<file path="src/rtl/alu_seq_ctrl_pkg.sv">
// rtl/alu_seq_ctrl_pkg.sv - shared constants and types for the ALU sequencer
// Holds opcode encodings, the sequencer state enum and instruction field positions.
package alu_seq_ctrl_pkg;

    localparam logic [2:0] OP_NEG  = 3'b000;
    localparam logic [2:0] OP_INC  = 3'b001;
    localparam logic [2:0] OP_ADD  = 3'b010;
    localparam logic [2:0] OP_AVG  = 3'b011;
    localparam logic [2:0] OP_AND  = 3'b100;
    localparam logic [2:0] OP_OR   = 3'b101;
    localparam logic [2:0] OP_PACK = 3'b110;
    localparam logic [2:0] OP_LDI  = 3'b111;

    typedef enum logic [1:0] {
        ST_IDLE = 2'd0,
        ST_READ = 2'd1,
        ST_EXEC = 2'd2,
        ST_WB   = 2'd3
    } state_e;

    localparam int OP_HI   = 15;
    localparam int OP_LO   = 13;
    localparam int CIN_BIT = 12;
    localparam int RD_HI   = 11;
    localparam int RD_LO   = 10;
    localparam int RA_HI   = 9;
    localparam int RA_LO   = 8;
    localparam int RB_HI   = 7;
    localparam int RB_LO   = 6;
    localparam int IMM_HI  = 9;
    localparam int IMM_LO  = 0;
    localparam int IMM_W   = 10;
    localparam int REG_AW  = 2;

endpackage

</file>
<file path="src/rtl/alu_regfile.sv">
// rtl/alu_regfile.sv - NREG x W register file with captured operand read ports
// Ports: clk/rst (sync, active-high); rd_en captures reg[ra_addr]/reg[rb_addr]
// into opa/opb; we/waddr/wdata write port; dbg_addr/dbg_data combinational read.
module alu_regfile
    import alu_seq_ctrl_pkg::*;
#(
    parameter int W    = 16,
    parameter int NREG = 4
) (
    input  logic              clk,
    input  logic              rst,
    input  logic              rd_en,
    input  logic [REG_AW-1:0] ra_addr,
    input  logic [REG_AW-1:0] rb_addr,
    output logic [W-1:0]      opa,
    output logic [W-1:0]      opb,
    input  logic              we,
    input  logic [REG_AW-1:0] waddr,
    input  logic [W-1:0]      wdata,
    input  logic [REG_AW-1:0] dbg_addr,
    output logic [W-1:0]      dbg_data
);

    logic [W-1:0] regs_q [NREG];
    logic [W-1:0] regs_d [NREG];
    logic [W-1:0] opa_q, opa_d;
    logic [W-1:0] opb_q, opb_d;

    always_comb begin
        for (int i = 0; i < NREG; i++) begin
            regs_d[i] = regs_q[i];
        end
        opa_d = opa_q;
        opb_d = opb_q;
        if (we) begin
            regs_d[waddr] = wdata;
        end
        // Operands come from the stored contents, so a same-cycle write is not seen.
        if (rd_en) begin
            opa_d = regs_q[ra_addr];
            opb_d = regs_q[rb_addr];
        end
    end

    always_ff @(posedge clk) begin
        if (rst) begin
            for (int i = 0; i < NREG; i++) begin
                regs_q[i] <= '0;
            end
            opa_q <= '0;
            opb_q <= '0;
        end else begin
            for (int i = 0; i < NREG; i++) begin
                regs_q[i] <= regs_d[i];
            end
            opa_q <= opa_d;
            opb_q <= opb_d;
        end
    end

    assign opa      = opa_q;
    assign opb      = opb_q;
    assign dbg_data = regs_q[dbg_addr];

endmodule

</file>
<file path="src/rtl/alu_seq_ctrl.sv">
// rtl/alu_seq_ctrl.sv - four-state instruction sequencer driving an external ALU
// Ports: clk/rst (sync, active-high); instr_valid/instr_ready/instr handshake;
// alu_a/alu_b/alu_cin/alu_opc to the ALU, alu_w/alu_zer/alu_neg back from it;
// done pulse, result, sticky flag_z/flag_n; dbg_addr/dbg_data register peek.
module alu_seq_ctrl
    import alu_seq_ctrl_pkg::*;
#(
    parameter int W    = 16,
    parameter int NREG = 4
) (
    input  logic              clk,
    input  logic              rst,
    input  logic              instr_valid,
    output logic              instr_ready,
    input  logic [15:0]       instr,
    output logic [W-1:0]      alu_a,
    output logic [W-1:0]      alu_b,
    output logic              alu_cin,
    output logic [2:0]        alu_opc,
    input  logic [W-1:0]      alu_w,
    input  logic              alu_zer,
    input  logic              alu_neg,
    output logic              done,
    output logic [W-1:0]      result,
    output logic              flag_z,
    output logic              flag_n,
    input  logic [REG_AW-1:0] dbg_addr,
    output logic [W-1:0]      dbg_data
);

    state_e       state_q, state_d;
    logic [15:0]  ir_q, ir_d;
    logic [W-1:0] res_q, res_d;
    logic         zq_q, zq_d;
    logic         nq_q, nq_d;
    logic [W-1:0] result_q, result_d;
    logic         flag_z_q, flag_z_d;
    logic         flag_n_q, flag_n_d;
    logic         done_q, done_d;

    logic         rd_en;
    logic         wr_en;
    logic [W-1:0] opa, opb;
    logic [2:0]   ir_op;
    logic [W-1:0] imm_sext;

    assign ir_op    = ir_q[OP_HI:OP_LO];
    assign imm_sext = {{(W-IMM_W){ir_q[IMM_HI]}}, ir_q[IMM_HI:IMM_LO]};

    always_comb begin
        state_d     = state_q;
        ir_d        = ir_q;
        res_d       = res_q;
        zq_d        = zq_q;
        nq_d        = nq_q;
        result_d    = result_q;
        flag_z_d    = flag_z_q;
        flag_n_d    = flag_n_q;
        done_d      = 1'b0;
        rd_en       = 1'b0;
        wr_en       = 1'b0;
        instr_ready = 1'b0;
        case (state_q)
            ST_IDLE: begin
                instr_ready = 1'b1;
                if (instr_valid) begin
                    ir_d    = instr;
                    state_d = ST_READ;
                end
            end
            ST_READ: begin
                rd_en   = 1'b1;
                state_d = ST_EXEC;
            end
            ST_EXEC: begin
                res_d   = (ir_op == OP_LDI) ? imm_sext : alu_w;
                zq_d    = alu_zer;
                nq_d    = alu_neg;
                state_d = ST_WB;
            end
            ST_WB: begin
                wr_en    = 1'b1;
                result_d = res_q;
                // done is registered so it rises together with the new result and flags.
                done_d   = 1'b1;
                if (ir_op != OP_LDI) begin
                    flag_z_d = zq_q;
                    flag_n_d = nq_q;
                end
                state_d = ST_IDLE;
            end
            default: state_d = ST_IDLE;
        endcase
    end

    always_ff @(posedge clk) begin
        if (rst) begin
            state_q  <= ST_IDLE;
            ir_q     <= '0;
            res_q    <= '0;
            zq_q     <= 1'b0;
            nq_q     <= 1'b0;
            result_q <= '0;
            flag_z_q <= 1'b0;
            flag_n_q <= 1'b0;
            done_q   <= 1'b0;
        end else begin
            state_q  <= state_d;
            ir_q     <= ir_d;
            res_q    <= res_d;
            zq_q     <= zq_d;
            nq_q     <= nq_d;
            result_q <= result_d;
            flag_z_q <= flag_z_d;
            flag_n_q <= flag_n_d;
            done_q   <= done_d;
        end
    end

    alu_regfile #(
        .W    (W),
        .NREG (NREG)
    ) u_regfile (
        .clk      (clk),
        .rst      (rst),
        .rd_en    (rd_en),
        .ra_addr  (ir_q[RA_HI:RA_LO]),
        .rb_addr  (ir_q[RB_HI:RB_LO]),
        .opa      (opa),
        .opb      (opb),
        .we       (wr_en),
        .waddr    (ir_q[RD_HI:RD_LO]),
        .wdata    (res_q),
        .dbg_addr (dbg_addr),
        .dbg_data (dbg_data)
    );

    assign alu_a   = opa;
    assign alu_b   = opb;
    assign alu_opc = ir_op;
    assign alu_cin = ir_q[CIN_BIT];
    assign done    = done_q;
    assign result  = result_q;
    assign flag_z  = flag_z_q;
    assign flag_n  = flag_n_q;

endmodule

</file>
<file path="config.mk">
export PLATFORM = sky130hd
export DESIGN_NAME = alu_seq_ctrl
export DESIGN_NICKNAME = d
export VERILOG_FILES = /design/src/rtl/alu_seq_ctrl_pkg.sv /design/src/rtl/alu_regfile.sv /design/src/rtl/alu_seq_ctrl.sv
export SDC_FILE = /design/constraint.sdc
export NUM_CORES = 1
export LEC_CHECK = 0
export ABC_AREA = 1
export BUFFER_PORTS_ARGS = -buffer_cell sky130_fd_sc_hd__buf_2
export CORE_MARGIN = 8
export CORE_UTILIZATION = 57
export CTS_CLUSTER_SIZE = 10
export DETAILED_ROUTE_END_ITERATION = 16
export GPL_TIMING_DRIVEN = 0
export HOLD_SLACK_MARGIN = 0.1
export PLACE_DENSITY_LB_ADDON = 0.3
export RECOVER_POWER = 25
export SYNTH_ARGS = -nofsm -noshare
export SYNTH_HDL_FRONTEND = slang
export SYNTH_HIERARCHICAL = 1
export SYNTH_SLANG_ARGS = --single-unit
export TNS_END_PERCENT = 50
</file>
<file path="constraint.sdc">
create_clock -name clk -period 1.65 [get_ports clk]
set_input_delay 0.165 -clock clk [delete_from_list [all_inputs] [get_ports clk]]
set_output_delay 0.165 -clock clk [all_outputs]
set_load 0.01 [all_outputs]
</file>
==> results.cfg, run 1 <==
[setup_path]
r2r_end = u_regfile/regs_q[3][6]$_SDFFE_PP0P_
critPathMaxFanout = 3
r2r-start = state_q[0]$_SDFFE_PP0P_
cp-start-kind = flop
crit_path_end_kind = primary output
crit_required_ps = 1480
worstPathArrival_ps = 1470
critPathKind = flop to primary output
reg2reg_depth = 7
r2r_setup_slack_ps = 60

[final_layout]
antenna_cells = 0
synthToLayoutAreaGrowth_pct = 22.83
final_common_cell = nor2_1
drive_gt1_share_pct = 13.30
final_cell_mix = nor2_1, nand2_1, o21ai_0, dfxtp_1, buf_2
post_layout_nonfiller_instances = 1365
nNetsFinal = 1248

[pwr]
power_mw = 13.38
power.density_nw_per_um2 = 1561
leakagePower_nw = 3.783
ir_drop_mv = 1.045

[global_routing]
grt_pass1_wl_um = 36440
grt_max_degree = 17
grt_pass1_vias = 7240
antenna_found_initial = 0
gr-total-overflow = 0
grt_usage_pct = 28.20

[yosys]
syn_area_um2 = 6978
syn_inst = 1043
synthDistinctLibCells = 20
yosys_register_bits = 151
yosysWarnings = 6
ys_top_cells_by_area = dfxtp_1, nor2_1, o21ai_0
synthesis.nets = 1086
ys_seq_area_share_pct = 43.32
synth_top_area_cell = dfxtp_1
synth.top_cell.area_share_pct = 43.32
synth.avg_cell_area_um2 = 6.690

[clocking]
cts_tree = yes
path_clk_slew_ps = 60
cts.sinks = 151
post-cts-setup-buffers = 0
cts_root_buffer = clkbuf_16
max-clock-path-buffers = 2
cts_buffers = 17
clk_latency_ps = 430
h-tree-depth = 4

[timing]
min_period_over_period_pct = 99.09
setup_tns_ps = 0
finalHoldViolations = 0
rsz0062_at_grt = yes
worst_slack_ps = 14.95
period_minus_slack_ps = 1635
setup_viol = 0
slew_viol_final = 0
fmax_mhz = 611.6
slew_headroom_pct = 62.72
worstMarginPinSlew_ps = 559.2
clock_skew_ps = 9.112
hold_slack_ps = 122.9

[die]
initial_core_util_pct = 58.34
core_area_um2 = 11960
die-area_um2 = 16040
fp-row-count = 40
ios = 111
die_h_um = 126.6
die_w_um = 126.6

[min_path]
hp-class = input pin to flop
min_path_cells = 5
holdPathEnd = res_q[15]$_SDFFE_PP0N_
hp-start = alu_w[15]

[place]
port_buffers = 109
place_congestion = 1.006
dp_slack_ps = 61.80
dp_cells = 1299
hpwl_um = 15860

[detailed_routing]
dr_total_vias = 7676
drt_iter0_markers = 816
drt-total-wl_um = 22690
post_drt_wl_per_cell_um = 16.62
drt_first_pass_iters = 6
ant_nets = 0
drc = 0
vias_per_cell = 5.623

[run]
drv_cap = 0

[outcome]
outcome = completed
-- cells by family (layout without fill, tap and decap cells) --
| family | Yosys count | in the layout | share of synthesized area, % |
|---|---|---|---|
| simple gates | 509 | 509 | 29.55 |
| compound gates | 247 | 247 | 17.73 |
| fa+ha+maj | 4 | 4 | 0.7173 |
| flops | 151 | 151 | 43.32 |
| buf+inv | 132 | 307 | 8.678 |
-- stage by stage --
stage / cell area, um^2 / util [%]
2_1_floorplan: 6978 / -
3_3_place_gp: 7707 / 64.44
3_5_place_dp: 7707 / 64.44
4_1_cts: 8618 / 72.05
5_1_grt: 8571 / 71.65
6_report: 8571 / 71.65
-- sequential cells by signal, indices dropped and copies added (netlist names) --
signal and flops:
u_regfile/regs_q 64, ir_q 16, res_q 16, result 16, u_regfile/opa 16, u_regfile/opb 16, state_q 2, done 1
flag_n 1, flag_z 1, nq_q 1, zq_q 1
-- synth_stat cells --
library cell and count:
nor2_1 215, buf_2 33, buf_4 10, dfxtp_1 151
nand4_1 10, buf_6 4, o22ai_1 1, a21oi_1 67
nand3_1 84, clkbuf_1 30, nand2_2 1, ha_1 4
inv_2 7, nor2_2 2, inv_1 47, o21ai_1 18
o21ai_0 161, nand3_4 1, nand2_1 196, clkbuf_2 1
-- how the worst max path moves through the flow --
stage	slack (ps)	depth (start not counted)	from	end
3_5_place_dp	60	6	state_q[1]$_SDFFE_PP0P_	u_regfile/opb[12]$_SDFFE_PP0P_
2_1_floorplan	330	7	state_q[0]$_SDFFE_PP0P_	u_regfile/regs_q[1][6]$_SDFFE_PP0P_
5_1_grt	-80	7	state_q[0]$_SDFFE_PP0P_	u_regfile/regs_q[1][7]$_SDFFE_PP0P_
6_report	10	5	u_regfile/regs_q[2][3]$_SDFFE_PP0P_	dbg_data[3]
3_3_place_gp	100	6	state_q[1]$_SDFFE_PP0P_	u_regfile/opb[14]$_SDFFE_PP0P_
4_1_cts	30	6	state_q[1]$_SDFFE_PP0P_	u_regfile/opb[12]$_SDFFE_PP0P_
-- layout make-up --
cell class,count,area [um^2]
Timing Repair Buffer,143,828.3
Tap cell,147,183.9
Clock inverter,14,140.1
Sequential cell,151,3025
Fill cell,974,3391
Multi-Input combinational cell,760,3349
Buffer,78,411.6
Clock buffer,18,429.2
Inverter,54,202.7
-- critical path, stage by stage (launching register included) --
cell     delay (ps)
dfxtp_1         390
inv_1            80
a21oi_1         120
o21ai_0         120
o21ai_0         150
buf_2           190
-- where the power goes --
part | internal (mW) | total, mW | switching [mW]
logic | 1.50 | 4.40 | 2.89
registers | 4.50 | 5.23 | 0.730
clock network | 2.12 | 3.75 | 1.63
total | 8.12 | 13.4 | 5.26
-- timing repair --
item                                    4_1_cts  5_1_grt
hold endpoints to repair                     35        0
hold buffers                                 34        0
endpoints found under the setup margin        1       59
resized for setup                             1       18
-- metal layers --
metal	up-vias	global-route usage, %	share of wire (%)
met5	-	0	0
met4	0	13.94	3.7
met3	76	6.829	12
met2	465	46.51	46
met1	3410	33.72	39
li1	3725	-	-
Power figures use the tool's default switching activity.
==> inputs of run 2 (changes only) <==
--- a/config.mk
+++ b/config.mk
@@ -8,10 +8,9 @@
 export ABC_AREA = 1
 export BUFFER_PORTS_ARGS = -buffer_cell sky130_fd_sc_hd__buf_2
 export CORE_MARGIN = 8
-export CORE_UTILIZATION = 57
+export CORE_UTILIZATION = 27
 export CTS_CLUSTER_SIZE = 10
 export DETAILED_ROUTE_END_ITERATION = 16
-export GPL_TIMING_DRIVEN = 0
 export HOLD_SLACK_MARGIN = 0.1
 export PLACE_DENSITY_LB_ADDON = 0.3
 export RECOVER_POWER = 25
==> run 2 against run 1 <==
Highest routed layer unchanged. Clock skew increased by 0.67 ps. Setup slack improved by 80 ps. Global-route usage decreased by 13 points. Core utilization decreased by 37 points. Non-clock buffer count decreased by 46. Register-to-register slack improved by 120 ps. Count of clock-buffer cells in the layout unchanged. Largest power group unchanged. Clock power increased by 13%. Sequential share of layout area decreased by 0.95 points.
==> results.cfg, run 2 (same netlist as run 1, synthesis figures left out) <==
[setup_path]
cp_cell_sequence = inv_1, a21oi_1, o21ai_0, o21ai_0, buf_2
critPathMaxFanout = 3
cp-start-kind = flop
crit_path_end_kind = primary output
crit_required_ps = 1480
cpMostUsedCell = o21ai_0
cp_slowest_cell = dfxtp_1
critPathKind = flop to primary output
worstPathArrival_ps = 1390
cp_slowest_stage_delay_ps = 360

[final_layout]
nNetsFinal = 1202
final_area_um2 = 8811
largest_reg_flops = 64
antenna_cells = 0
post_layout_nonfiller_instances = 1506
regMostFlops = u_regfile/regs_q
final_common_cell = nor2_1
n_fill_cell = 2805
synthToLayoutAreaGrowth_pct = 26.27
final_cell_mix = nor2_1, nand2_1, o21ai_0, dfxtp_1, nand3_1
utilization_pct = 34.30
drive_gt1_share_pct = 11.36

[clocking]
path_clk_slew_ps = 60
cts_root_buffer = clkbuf_16
cts_buffers = 17
h-tree-depth = 4
cts_tree = yes
clk_latency_ps = 420
cts.sinks = 151
max-clock-path-buffers = 2

[die]
ios = 111
die_h_um = 176.8
die-area_um2 = 31240
core_area_um2 = 25690
die_w_um = 176.8
initial_core_util_pct = 27.16
fp-row-count = 59

[timing]
hold_slack_ps = 462.8
slew_headroom_pct = 62.21
slew_viol_final = 0
setup_tns_ps = 0
period_minus_slack_ps = 1555
finalHoldViolations = 0
min_period_over_period_pct = 94.26
rsz0062_at_grt = no
setup_viol = 0
worst_slack_ps = 94.71
worstMarginPinSlew_ps = 566.0
fmax_mhz = 643.0
clock_skew_ps = 9.784

[pwr]
p_int_mw = 8.708
switching_share_pct = 37.74
leakagePower_nw = 3.712
power_frac_comb_pct = 31.9
power_mw = 13.99
ir_drop_mv = 0.7120
switchingPower_mw = 5.279
p_clk_share_pct = 30.4
p_seq_share_pct = 37.8
power.density_nw_per_um2 = 1587

[detailed_routing]
post_drt_wl_per_cell_um = 15.87
ant_nets = 0
drc = 0
drt_iter0_markers = 438
vias_per_cell = 4.732
drt_first_pass_iters = 5
drt-total-wl_um = 23900
dr_total_vias = 7126

[run]
drv_cap = 0

[global_routing]
gr-total-overflow = 0
grt_pass1_wl_um = 37570
antenna_found_initial = 0
grt_usage_pct = 15.24
grt_max_degree = 97
grt_pass1_vias = 6591

[place]
hpwl_um = 15390
dp_slack_ps = 168.6
port_buffers = 110
place_area_um2 = 7878
place_congestion = 0.7678
dp_cells = 1439

[min_path]
hp-class = flop to flop

[outcome]
outcome = completed
-- run 2: worst paths after layout --
check	start	endpoint	slack, ps	cells after the start
worst max-delay path	u_regfile/regs_q[2][13]$_SDFFE_PP0P_	dbg_data[13]	90	5
worst min-delay path	nq_q$_SDFFE_PP0N_	nq_q$_SDFFE_PP0N_	460	2
worst max register to register	state_q[0]$_SDFFE_PP0P_	ir_q[10]$_SDFFE_PP0P_	180	6
worst min register to register	nq_q$_SDFFE_PP0N_	nq_q$_SDFFE_PP0N_	460	2
-- run 2: worst max-delay path: cells and delay by family, from the launching register on --
| kind | cells | cell delay [ps] |
|---|---|---|
| AO/OA/AOI/OAI | 3 | 350 |
| buffers and inverters | 2 | 270 |
| flip-flops | 1 | 360 |
-- run 2: power by group through the flow --
stage	logic [mW]	clock network, mW	registers [mW]
after floorplan	2.71	0	5.27
after global placement	4.46	0	5.33
after detailed placement	4.52	0	5.34
after CTS	4.60	4.32	5.26
after global routing	5.04	4.49	5.42
final	4.45	4.25	5.28
-- run 2: timing repair --
action	CTS	global route
setup endpoints to repair	0	6
hold buffers	36	0
setup buffers	0	0
resized for setup	0	9
endpoints found under the hold margin	36	0
-- run 2: area by class of cell --
class                   count  area [um^2]  share of cell area [%]
clock inverters            13        205.2                   2.329
repair buffers            175         1176                   13.35
clock buffers              18        429.2                   4.871
inverters                  54        202.7                   2.300
well taps                 335        419.2                   4.757
flip-flops and latches    151         3027                   34.35
multi-input cells         760         3352                   38.04
-- run 2: per-layer routing --
metal  global-route usage (%)  up-vias  wire length, um
met5                        0        -                0
met4                    4.623        0              277
met3                    2.987       25             1631
met2                    22.13      265             9990
met1                    22.21     3216            12000
li1                         -     3620                -
